--- src/rtl/floor_request_encoder.sv ---
// floor_request_encoder
// Latches one-hot floor-button requests and runs a SCAN (keep-direction)
// policy. Presents one encoded objective floor plus a valid flag to the car's
// control unit. The dir output is the FSM state register itself.
module floor_request_encoder #(
   parameter int FLOORS = 10,
   parameter int FW     = 4
) (
   input  logic              clk,
   input  logic              reset,
   input  logic [FLOORS-1:0] buttons,
   input  logic [FW-1:0]     current,
   input  logic              arrived,
   output logic [FW-1:0]     obj,
   output logic              valid,
   output logic [FLOORS-1:0] pending,
   output logic [1:0]        dir
);

   localparam logic [1:0] ST_IDLE = 2'b00;
   localparam logic [1:0] ST_UP   = 2'b01;
   localparam logic [1:0] ST_DOWN = 2'b10;

   // One extra bit so the bound still fits when FLOORS == 2**FW.
   localparam logic [FW:0] FLOORS_W = (FW+1)'(FLOORS);

   logic [FLOORS-1:0] pending_q, pending_d;
   logic [1:0]        dir_q, dir_d;
   logic [FW-1:0]     obj_q, obj_d;
   logic              valid_q, valid_d;

   logic              cur_ok;
   logic [FLOORS-1:0] clr;
   logic              have_a, have_b;
   logic [FW-1:0]     min_a, max_b, nearest;

   assign cur_ok = ({1'b0, current} < FLOORS_W);

   // Pending update: OR in presses, then clear the served floor (clear wins).
   always_comb begin
      clr = '0;
      for (int i = 0; i < FLOORS; i++) begin
         clr[i] = arrived && cur_ok && (current == FW'(i));
      end
      pending_d = (pending_q | buttons) & ~clr;
   end

   // Scan next_pending: lowest request at/above the car, highest at/below it,
   // and the nearest of the two (ties go to the upper floor).
   always_comb begin
      have_a = 1'b0;
      have_b = 1'b0;
      min_a  = '0;
      max_b  = '0;
      for (int i = FLOORS - 1; i >= 0; i--) begin
         if (pending_d[i] && (FW'(i) >= current)) begin
            have_a = 1'b1;
            min_a  = FW'(i);
         end
      end
      for (int i = 0; i < FLOORS; i++) begin
         if (pending_d[i] && (FW'(i) <= current)) begin
            have_b = 1'b1;
            max_b  = FW'(i);
         end
      end
      if (have_a && have_b) begin
         nearest = ((min_a - current) <= (current - max_b)) ? min_a : max_b;
      end else if (have_a) begin
         nearest = min_a;
      end else begin
         nearest = max_b;
      end
   end

   // State register and registered outputs.
   always_ff @(posedge clk) begin
      if (reset) begin
         pending_q <= '0;
         dir_q     <= ST_IDLE;
         obj_q     <= '0;
         valid_q   <= 1'b0;
      end else begin
         pending_q <= pending_d;
         dir_q     <= dir_d;
         obj_q     <= obj_d;
         valid_q   <= valid_d;
      end
   end

   // Next-state: keep travelling while requests remain ahead; an invalid
   // current floor freezes the FSM.
   always_comb begin
      dir_d = dir_q;
      if (!cur_ok) begin
         dir_d = dir_q;
      end else if (pending_d == '0) begin
         dir_d = ST_IDLE;
      end else begin
         case (dir_q)
            ST_IDLE: dir_d = (nearest >= current) ? ST_UP : ST_DOWN;
            ST_UP:   dir_d = have_a ? ST_UP : ST_DOWN;
            ST_DOWN: dir_d = have_b ? ST_DOWN : ST_UP;
            default: dir_d = ST_IDLE;
         endcase
      end
   end

   // Output decode: heading up always targets min(A), heading down max(B);
   // going idle keeps the last objective but drops valid.
   always_comb begin
      obj_d   = obj_q;
      valid_d = valid_q;
      if (cur_ok) begin
         if (dir_d == ST_UP) begin
            obj_d   = min_a;
            valid_d = 1'b1;
         end else if (dir_d == ST_DOWN) begin
            obj_d   = max_b;
            valid_d = 1'b1;
         end else begin
            valid_d = 1'b0;
         end
      end
   end

   assign pending = pending_q;
   assign dir     = dir_q;
   assign obj     = obj_q;
   assign valid   = valid_q;

endmodule

--- config.mk ---
export PLATFORM = sky130hd
export DESIGN_NAME = floor_request_encoder
export DESIGN_NICKNAME = d
export VERILOG_FILES = /design/src/rtl/floor_request_encoder.sv
export SDC_FILE = /design/constraint.sdc
export NUM_CORES = 1
export LEC_CHECK = 0
export CORE_ASPECT_RATIO = 0.9
export CORE_UTILIZATION = 42
export DETAILED_ROUTE_END_ITERATION = 8
export GPL_TIMING_DRIVEN = 1
export SYNTH_ARGS = -nofsm -noshare
export SYNTH_HDL_FRONTEND = slang
export SYNTH_SLANG_ARGS = --single-unit
--- constraint.sdc ---
create_clock -name clk -period 9.6 [get_ports clk]
set_clock_uncertainty 0.2 [all_clocks]
set_input_delay 2.88 -clock clk [delete_from_list [all_inputs] [get_ports clk]]
set_output_delay 2.88 -clock clk [all_outputs]
set_load 0.01 [all_outputs]
==> results.md <==
- Sinks on Clock Net: 17
- Max Fclk: roughly 110 MHz
- Post-Layout Inst Area: ~2700 µm²
- Most frequent cells in the layout: 33 x clkdlybuf4s50_1, 27 x nor2_1, 17 x dfxtp_1
- Sequential cell area: roughly 340 µm²
- Synthesized area per cell: slightly above 8 µm²
- Routability cong.: between 0.9 and 1
- Grt ovf: 0
- CTS tree: done
- Period minus WS final: ~9 ns
- Status: completed
- Footprint of the multi-input gates: around 1700 µm²
- Hold wc startpoint: obj[3]
- Hold_buf cts: 0
- WL per Instance: about 17 µm
- Vias in the first global route: between 2000 and 2500
- H-tree depth: 1
- Worst reg2reg endpoint: obj[0]
- RR Startpoint: pending[1]
- Worst reg-to-reg setup slack: 3.65 ns
- Final Cycle Share: roughly 94%
- Area Growth Syn to Fin: 22.0%
- Count of final setup violators: 0
- Synth unique cells: 80
- Hold Path Sink: obj[3]
- # fillers: roughly 480
- RSZ-0062 raised after global routing: no
- Slew HR: 54.7%
- Yosys warns: 0
- N_diodes: 0
- Initial Util: approximately 44%
- Hold path cells: 2
- Ports: 34
- R2R depth: 25
- Root buffer cell: clkbuf_8
- Post-route ant nets: 0
- Hold Vio Cnt, Final: 0
- Global-route wire length before repair: about 11 mm
- Drt first pass iters: 4
- Die Span Y: between 70 and 80 µm
- Startpoint Class: input pin
- CP Max Fanout: 10
- FP Rows: 24
- Initial antenna violation count: 0
- Placed Instances: around 370
- Routed vias/inst: around 6
- Prevailing post-synth register cell: dfxtp_1
- DIE AREA: roughly 5500 µm²
- Post-synth EDFFs: 0
- Largest net degree at the start of global routing: 32
- VDD IR max: 0.0000971 V
- CP Capture Type: register
- Post-synthesis sequential area ratio: roughly 16%
- PortBufs: 33
- Syn nets: 300
- Via Count: 2235
- Area post-placement: between 2000 and 3000 µm²
- Die Wd: roughly 80 µm
- Longest Clk Path Bufs: 2
- Pwr/cell area: 153 nW/µm²
- Hold crit path type: register to register
- Most common cell after layout, fill and taps aside: clkdlybuf4s50_1
- Share of layout cells above drive strength 1: about 18%
- Drt initial violations: slightly below 200
- Core Region: between 4000 and 5000 µm²
- Skew-Pair Late Insertion Delay: 0.27 ns
- Crit path DAT: 8.98 ns
- Nets@finish: 340
- Measured slew at the worst slew-check pin: 0.677 ns
- Fin. max-slew vios: 0
- Post-detail-place hpwl: about 5.2 mm
- Critical Path RT: between 9 and 10 ns
- WL final: 6.47 mm
- Max Cap Viol: 0
- Inserted Clock Buffers: 3
- Setup_tns: 0 ns
- Total GRT Usage: between 20% and 30%
- Post-cts resize count: 0
- Post-synth ARST share: 0%
- Mapped Cells: around 270
- Setup bufs post-CTS: 0
- Critical path type: input pin to register
- Post-synthesis instance area: 2180 µm²
- Final Non-Filler Cells: about 370
- DRC: 0
- P_leak: approximately 1.1 nW
- Flops & latches, synth: 17
- Worst-path clk slew: 0.08 ns
-- worst max path at each step --
| stage | start | slack [ns] | cells after the start | endpoint |
|---|---|---|---|---|
| 6_report | current[0] | 0.62 | 28 | obj[0] |
| 5_1_grt | current[0] | 0.09 | 29 | obj[0] |
| 4_1_cts | current[0] | 0.63 | 28 | obj[0] |
| 3_5_place_dp | current[0] | 0.36 | 28 | obj[0] |
| 2_1_floorplan | current[3] | 1.27 | 28 | obj[3] |
| 3_3_place_gp | current[0] | 0.52 | 29 | obj[0] |
-- cells by family (layout without fill, tap and decap cells) --
family,Yosys count,in the layout,synth area share [%]
compound gates,105,105,39.2
flops,17,17,15.6
fa+ha+maj,16,16,9.52
mux,2,2,1.15
simple gates,93,93,24.9
buf+inv,28,67,7.28
xor+xnor,6,6,2.41
-- layer usage --
layer	vias to the layer above	routed length, µm	part of all wire (%)	track usage [%]
li1	1106	-	-	-
met5	-	0	0	0
met4	0	110	1.7	7.20
met3	9	401	6.2	4.31
met1	1053	3060	47	35.4
met2	67	2900	45	40.7
-- through the flow --
stage	hold slack (ns)	total power, mW	setup slack (ns)	util [%]
3_3_place_gp	0.283	0.344	0.521	53.1
4_1_cts	0.300	0.408	0.634	54.1
6_report	0.302	0.407	0.617	54.1
2_1_floorplan	0.308	0.260	1.27	-
3_5_place_dp	0.285	0.346	0.364	53.1
5_1_grt	0.330	0.444	0.0929	54.1
-- synth_stat cells (3+ instances only) --
library cell	instances	area share (%)
o21ai_2	3	1.2
buf_2	4	0.92
o21a_1	8	2.8
nor4_1	3	0.86
xnor2_1	3	1.2
dfxtp_1	17	16
o211ai_2	3	1.7
o21ai_1	5	1.1
a21oi_1	12	2.8
o211ai_1	4	1.4
nand3_1	4	0.92
o2111ai_1	3	1.2
nand2_1	13	2.2
buf_6	4	2.1
nor3_1	14	3.2
nor2_1	27	4.6
o22ai_2	3	1.7
xor2_1	3	1.2
inv_1	13	2.2
nor3b_1	3	1.0
o21bai_1	3	1.0
o21ai_0	12	2.8
ha_1	15	8.6
a211oi_1	8	2.8
and2_1	3	0.86
a21o_1	4	1.4
a31oi_1	6	1.7
-- layout make-up --
cell class	count	area share [%]
clock buffer	3	1.55
clock inverter	1	0.188
inverter	15	2.11
multi-input combinational	222	63.2
sequential	17	12.8
tap	65	3.05
timing repair buffer	48	17.1
-- critical path: stages --
cell and delay, ns:
clkdlybuf4s50_1 0.67, buf_4 0.25, and2_1 0.37, a21oi_1 0.12
o221ai_1 0.20, and3b_1 0.22, nor2_1 0.08, inv_1 0.07
ha_1 0.20, fa_1 0.44, ha_1 0.30, nor2b_1 0.13
o21a_1 0.15, o21a_1 0.16, o21ai_0 0.27, o21ai_2 0.11
mux2_4 0.31, ha_1 0.26, o21ai_0 0.17, a21oi_1 0.08
o21a_1 0.18, a211oi_1 0.26, o21ai_0 0.14, ha_1 0.31
nor2_1 0.17, buf_4 0.18, o2111ai_1 0.12, a31oi_1 0.17
-- sequential cells by signal (all words and copies together) (netlist names) --
register / count
pending: 10
obj: 4
valid: 1
dir: 2
-- report_power, final --
| part | switching [mW] | internal (mW) | leakage (nW) |
|---|---|---|---|
| sequential | 0.0112 | 0.0857 | 0.142 |
| clock | 0.0319 | 0.0291 | 0.0255 |
| combinational | 0.126 | 0.123 | 0.903 |
(Power assumes the default switching activity.)
==> RTL edit 1 (same settings) <==
Take the reset off `pending_q` and load it in a clocked block of its own.
--- a/src/rtl/floor_request_encoder.sv
+++ b/src/rtl/floor_request_encoder.sv
@@ -76,16 +76,18 @@
    // State register and registered outputs.
    always_ff @(posedge clk) begin
       if (reset) begin
-         pending_q <= '0;
          dir_q     <= ST_IDLE;
          obj_q     <= '0;
          valid_q   <= 1'b0;
       end else begin
-         pending_q <= pending_d;
          dir_q     <= dir_d;
          obj_q     <= obj_d;
          valid_q   <= valid_d;
       end
+   end
+
+   always_ff @(posedge clk) begin
+      pending_q <= pending_d;
    end
 
    // Next-state: keep travelling while requests remain ahead; an invalid
Formal check against the unedited RTL: not equivalent (a bounded check fails within 4 cycles, from zero or initial values and one cycle with reset high).
==> RTL edit 1 against the unedited design <==
- power shrank 14%
- area after synthesis decreased by 7.9%
- synthesized cell count shrank 8.6%
- first-iteration DRC count decreased by 11%
- wire length fell by 17%
- highest routed layer unchanged
- sequential cell count stayed put
- maximum frequency down 1.3%
- sequential power down 6.0%
- worst setup slack got worse by 0.12 ns
- sequential share of layout area up 0.68 points
- cell area shrank 5.0%
- non-clock buffer count decreased by 1
==> RTL edit 1: results (changes against the unedited design) <==
Global route
  • Initial antenna violation count: 0 (unchanged)
  • First-pass GRT wire length: 9010 um (was 10800 um)
  • Largest net degree at the start of global routing: 21 (was 32)
  • Vias in the first global route: 1811 (was 2099)
  • GRT Util Overall: 0.235 (was 0.256)

Placement
  • DP Cell Count: 343 (was 367)
  • DP HPWL: 4300 um (was 5160 um)
  • Gpl congestion: 0.890 (was 0.915)
  • Pre-CTS WS: -0.158 ns (was 0.364 ns)

Logic synthesis
  • Avg Inst Size Synth: 8.24 um^2 (was 8.17 um^2)
  • Syn Nets: 277 (was 300)
  • Top cells by area, synth: dfxtp_1 (17%), ha_1 (9.3%), nor2_1 (4.9%), a21oi_1 (4.7%), buf_6 (3.4%) (was dfxtp_1 (16%), ha_1 (8.6%), nor2_1 (4.6%), nor3_1 (3.2%), a21oi_1 (2.8%))
  • Post-synth top cells: nor2_1 (26), a21oi_1 (19), dfxtp_1 (17), nand2_1 (16), ha_1 (15) (was nor2_1 (27), dfxtp_1 (17), ha_1 (15), nor3_1 (14))
  • Cell variety after synth: 72 (was 80)
  • Register area share after synthesis: 0.169 (was 0.156)

Worst hold path
  • WHS Path Cells: 2 (unchanged)
  • Hold/Removal Path Class: reg2reg (unchanged)

Status
  • Status: finished, final reports clean (unchanged)

Power and ir drop
  • Seq pwr: 0.0000910 W (was 0.0000968 W)
  • Peak VDD IR: 0.0000662 V (was 0.0000971 V)
  • Internal: 0.000213 W (was 0.000237 W)
  • Comb pwr share: 0.580 (was 0.612)
  • Sw frac: 0.392 (was 0.417)
  • LEAKAGE: 1.03 nW (was 1.07 nW)

Final layout
  • Multi-input gates: 201 (was 222)
  • Clock Network Area Fraction: 0.0178 (was 0.0174)
  • Sequential share of cell area: 0.135 (was 0.128)
  • Seq_cells: 17 (unchanged)
  • Data buffer area share: 0.186 (was 0.171)
  • FILL cells: 456 (was 479)
  • Non-clock buffer count: 47 (was 48)
  • Post-route cell area: 2530 um^2 (was 2660 um^2)
  • Clkbuf count: 4 (was 3)
  • Final std cells w/o fill: 347 (was 371)
  • Final net count: 319 (was 340)
  • Area of the multi-input gates: 1540 um^2 (was 1680 um^2)
  • Layout cell share with drive strength beyond 1: 0.179 (was 0.176)
  • Signal inverters: 16 (was 15)

Critical path
  • Worst stage delay on the critical path: 0.45 ns (was 0.67 ns)
  • R2R depth: 26 (was 25)
  • WP data arrival: 9.04 ns (was 8.98 ns)
  • Crit-path max FO: 20 (was 10)
  • Slowest-stage cell, CP: fa_1 (was clkdlybuf4s50_1)

Clock network
  • PostCTS Resize Cnt: 0 (unchanged)
  • H-tree Lvls: 1 (unchanged)

Drt
  • Final wirelength: 5360 um (was 6470 um)
  • Via count: 1991 (was 2235)
  • Starting DRT DRC Count: 172 (was 194)

Timing
  • Worst slew pin tran: 0.472 ns (was 0.677 ns)

Floorplanning
  • Tap cells: 62 (was 65)
[RTL edit 1: cell types whose count changed in the layout (fill, tap and decap cells not counted), sizes merged, moves of 5 or more]
cell	before	now
o21a	8	3
a211oi	9	4
nor3	14	8
a21oi	13	22
o21ai	20	12
nor2b	1	7
[RTL edit 1: metal layers]
metal | track usage | routed length (um)
met1 | 0.355 | 2770
met2 | 0.351 | 2240
met3 | 0.0299 | 303
met4 | 0.0472 | 53
met5 | 0 | 0
[RTL edit 1: kinds of logic after synthesis]
family	count (synthesis)	share of synthesized area
AO/OA/AOI/OAI	91	0.367
XOR/XNOR	5	0.0218
adder cells (fa/ha/maj)	20	0.125
buffers and inverters	26	0.0728
flip-flops	17	0.169
multiplexers	3	0.0174
AND/OR/NAND/NOR	82	0.227
[RTL edit 1: path summary, 6_finish.rpt]
path,slack [ns],from,end
setup / recovery,0.49,current[1],obj[3]
hold / removal,0.30,obj[3],obj[3]
setup reg to reg,3.43,pending[1],obj[3]
hold reg to reg,0.30,obj[3],obj[3]
==> RTL edit 2 (same flow settings) <==
Made on the original files. Set the parameter `FLOORS` to 11 (it was 10).
--- a/src/rtl/floor_request_encoder.sv
+++ b/src/rtl/floor_request_encoder.sv
@@ -3,7 +3,7 @@
 // policy. Presents one encoded objective floor plus a valid flag to the car's
 // control unit. The dir output is the FSM state register itself.
 module floor_request_encoder #(
-   parameter int FLOORS = 10,
+   parameter int FLOORS = 11,
    parameter int FW     = 4
 ) (
    input  logic              clk,
Ports: changed (resized buttons and pending); port bits go from 34 to 36. No check against the original RTL was run, so the function may have changed too.
==> RTL edit 2 against the unedited design <==
- area after synthesis fell by 4.5%
- cell area rose by 0.47%
- sequential cell count rose by 1
- count of clock-buffer cells in the layout did not move
- power rose by 13%
- wire length fell by 3.0%
- worst setup slack got worse by 0.21 ns
- worst hold slack got worse by 0.013 ns
==> RTL edit 2: results (changes against the unedited design) <==
Logic synthesis
  • Post-synthesis xor/xnor area fraction: 0.0330 (was 0.0241)
  • Syn Nets: 293 (was 300)
  • Cell variety after synth: 70 (was 80)
  • Adder-cell share of the synthesized area: 0.105 (was 0.0952)
  • Post-synth top cells: nor2_1 (29), a21oi_1 (20), dfxtp_1 (18), ha_1 (15), o21ai_0 (13) (was nor2_1 (27), dfxtp_1 (17), ha_1 (15), nor3_1 (14))
  • Avg Inst Size Synth: 8.04 um^2 (was 8.17 um^2)
  • Asr flop ratio synth: 0 (unchanged)
  • Compound-cell area share of the yosys netlist: 0.365 (was 0.392)
  • Top cells by area, synth: dfxtp_1 (17%), ha_1 (9.0%), nor2_1 (5.2%), a21oi_1 (4.8%), a211oi_1 (3.2%) (was dfxtp_1 (16%), ha_1 (8.6%), nor2_1 (4.6%), nor3_1 (3.2%), a21oi_1 (2.8%))

Power and ir drop
  • Sw Pwr: 0.000190 W (was 0.000170 W)
  • Peak VDD IR: 0.000152 V (was 0.0000971 V)

Critical path
  • Worst stage delay on the critical path: 0.63 ns (was 0.67 ns)
  • Crit-path max FO: 11 (was 10)

Placement
  • Port bufs: 35 (was 33)
  • Pre-CTS WS: 0.182 ns (was 0.364 ns)
  • Area after DPL: 2630 um^2 (was 2620 um^2)
  • DP Cell Count: 371 (was 367)
  • DP HPWL: 5040 um (was 5160 um)

Global route
  • Largest net degree at the start of global routing: 21 (was 32)
  • GRT Util Overall: 0.255 (was 0.256)
  • Vias in the first global route: 2132 (was 2099)
  • First-pass GRT wire length: 10400 um (was 10800 um)
  • Initial antenna violation count: 0 (unchanged)

Final layout
  • Max FFs per register: 11 (was 10)
  • Final net count: 348 (was 340)
  • Layout cell share with drive strength beyond 1: 0.176 (about the same)

Drt
  • Final wirelength: 6280 um (was 6470 um)
  • Met3 Routed Length: 321 um (was 401 um)
  • Met2 WL: 2980 um (was 2900 um)
  • Wirelength per Cell: 16.8 um (was 17.5 um)
  • WL met1: 2830 um (was 3060 um)
  • Starting DRT DRC Count: 149 (was 194)

Status
  • Status: finished, final reports clean (unchanged)

Timing
  • Worst slew pin tran: 0.790 ns (was 0.677 ns)
-- RTL edit 2: cell count changes after synthesis, sizes merged, moves of 5 or more --
cell and change:
a21oi +8, nor2b +6, nor3 -7, o211ai -6
o22ai +5
-- RTL edit 2: power groups by stage --
stage               sequential [W]  combinational (W)  clock (W)
floorplan                 0.000107           0.000197          0
global placement          0.000103           0.000301          0
detailed placement        0.000103           0.000302          0
CTS                       0.000102           0.000304  0.0000578
global route              0.000104           0.000337  0.0000594
finish                    0.000102           0.000303  0.0000541
-- RTL edit 2: worst max-delay path: cells and delay by family --
family	cells	cell delay, ns
simple gates	4	0.94
buf+inv	3	0.73
fa+ha+maj	5	1.43
mux	1	0.16
compound gates	16	3.03
-- RTL edit 2: cells by family after synthesis --
| kind of cell | Yosys count |
|---|---|
| fa+ha+maj | 17 |
| mux | 3 |
| xor+xnor | 7 |
| buf+inv | 25 |
| flops | 18 |
| compound gates | 105 |
| simple gates | 84 |
-- RTL edit 2: final timing paths --
check | start | endpoint | slack (ns) | depth (start not counted)
setup / recovery | current[0] | obj[1] | 0.40 | 29
hold / removal | obj[1] | obj[1] | 0.29 | 2
setup reg to reg | pending[2] | obj[1] | 3.53 | 28
hold reg to reg | obj[1] | obj[1] | 0.29 | 2
-- RTL edit 2: layer usage --
metal,GRT usage,vias to the layer above
met5,0,-
met4,0.120,0
met3,0.0421,18
met2,0.453,71
met1,0.309,1008
li1,-,1088
-- RTL edit 2: cell type report --
cell class | instances | area (um^2)
flip-flops and latches | 18 | 360
fillers | 455 | 1930
repair buffers | 64 | 581
well taps | 62 | 77.6
inverters | 11 | 41.3
clock buffers | 3 | 41.3
multi-input cells | 216 | 1570
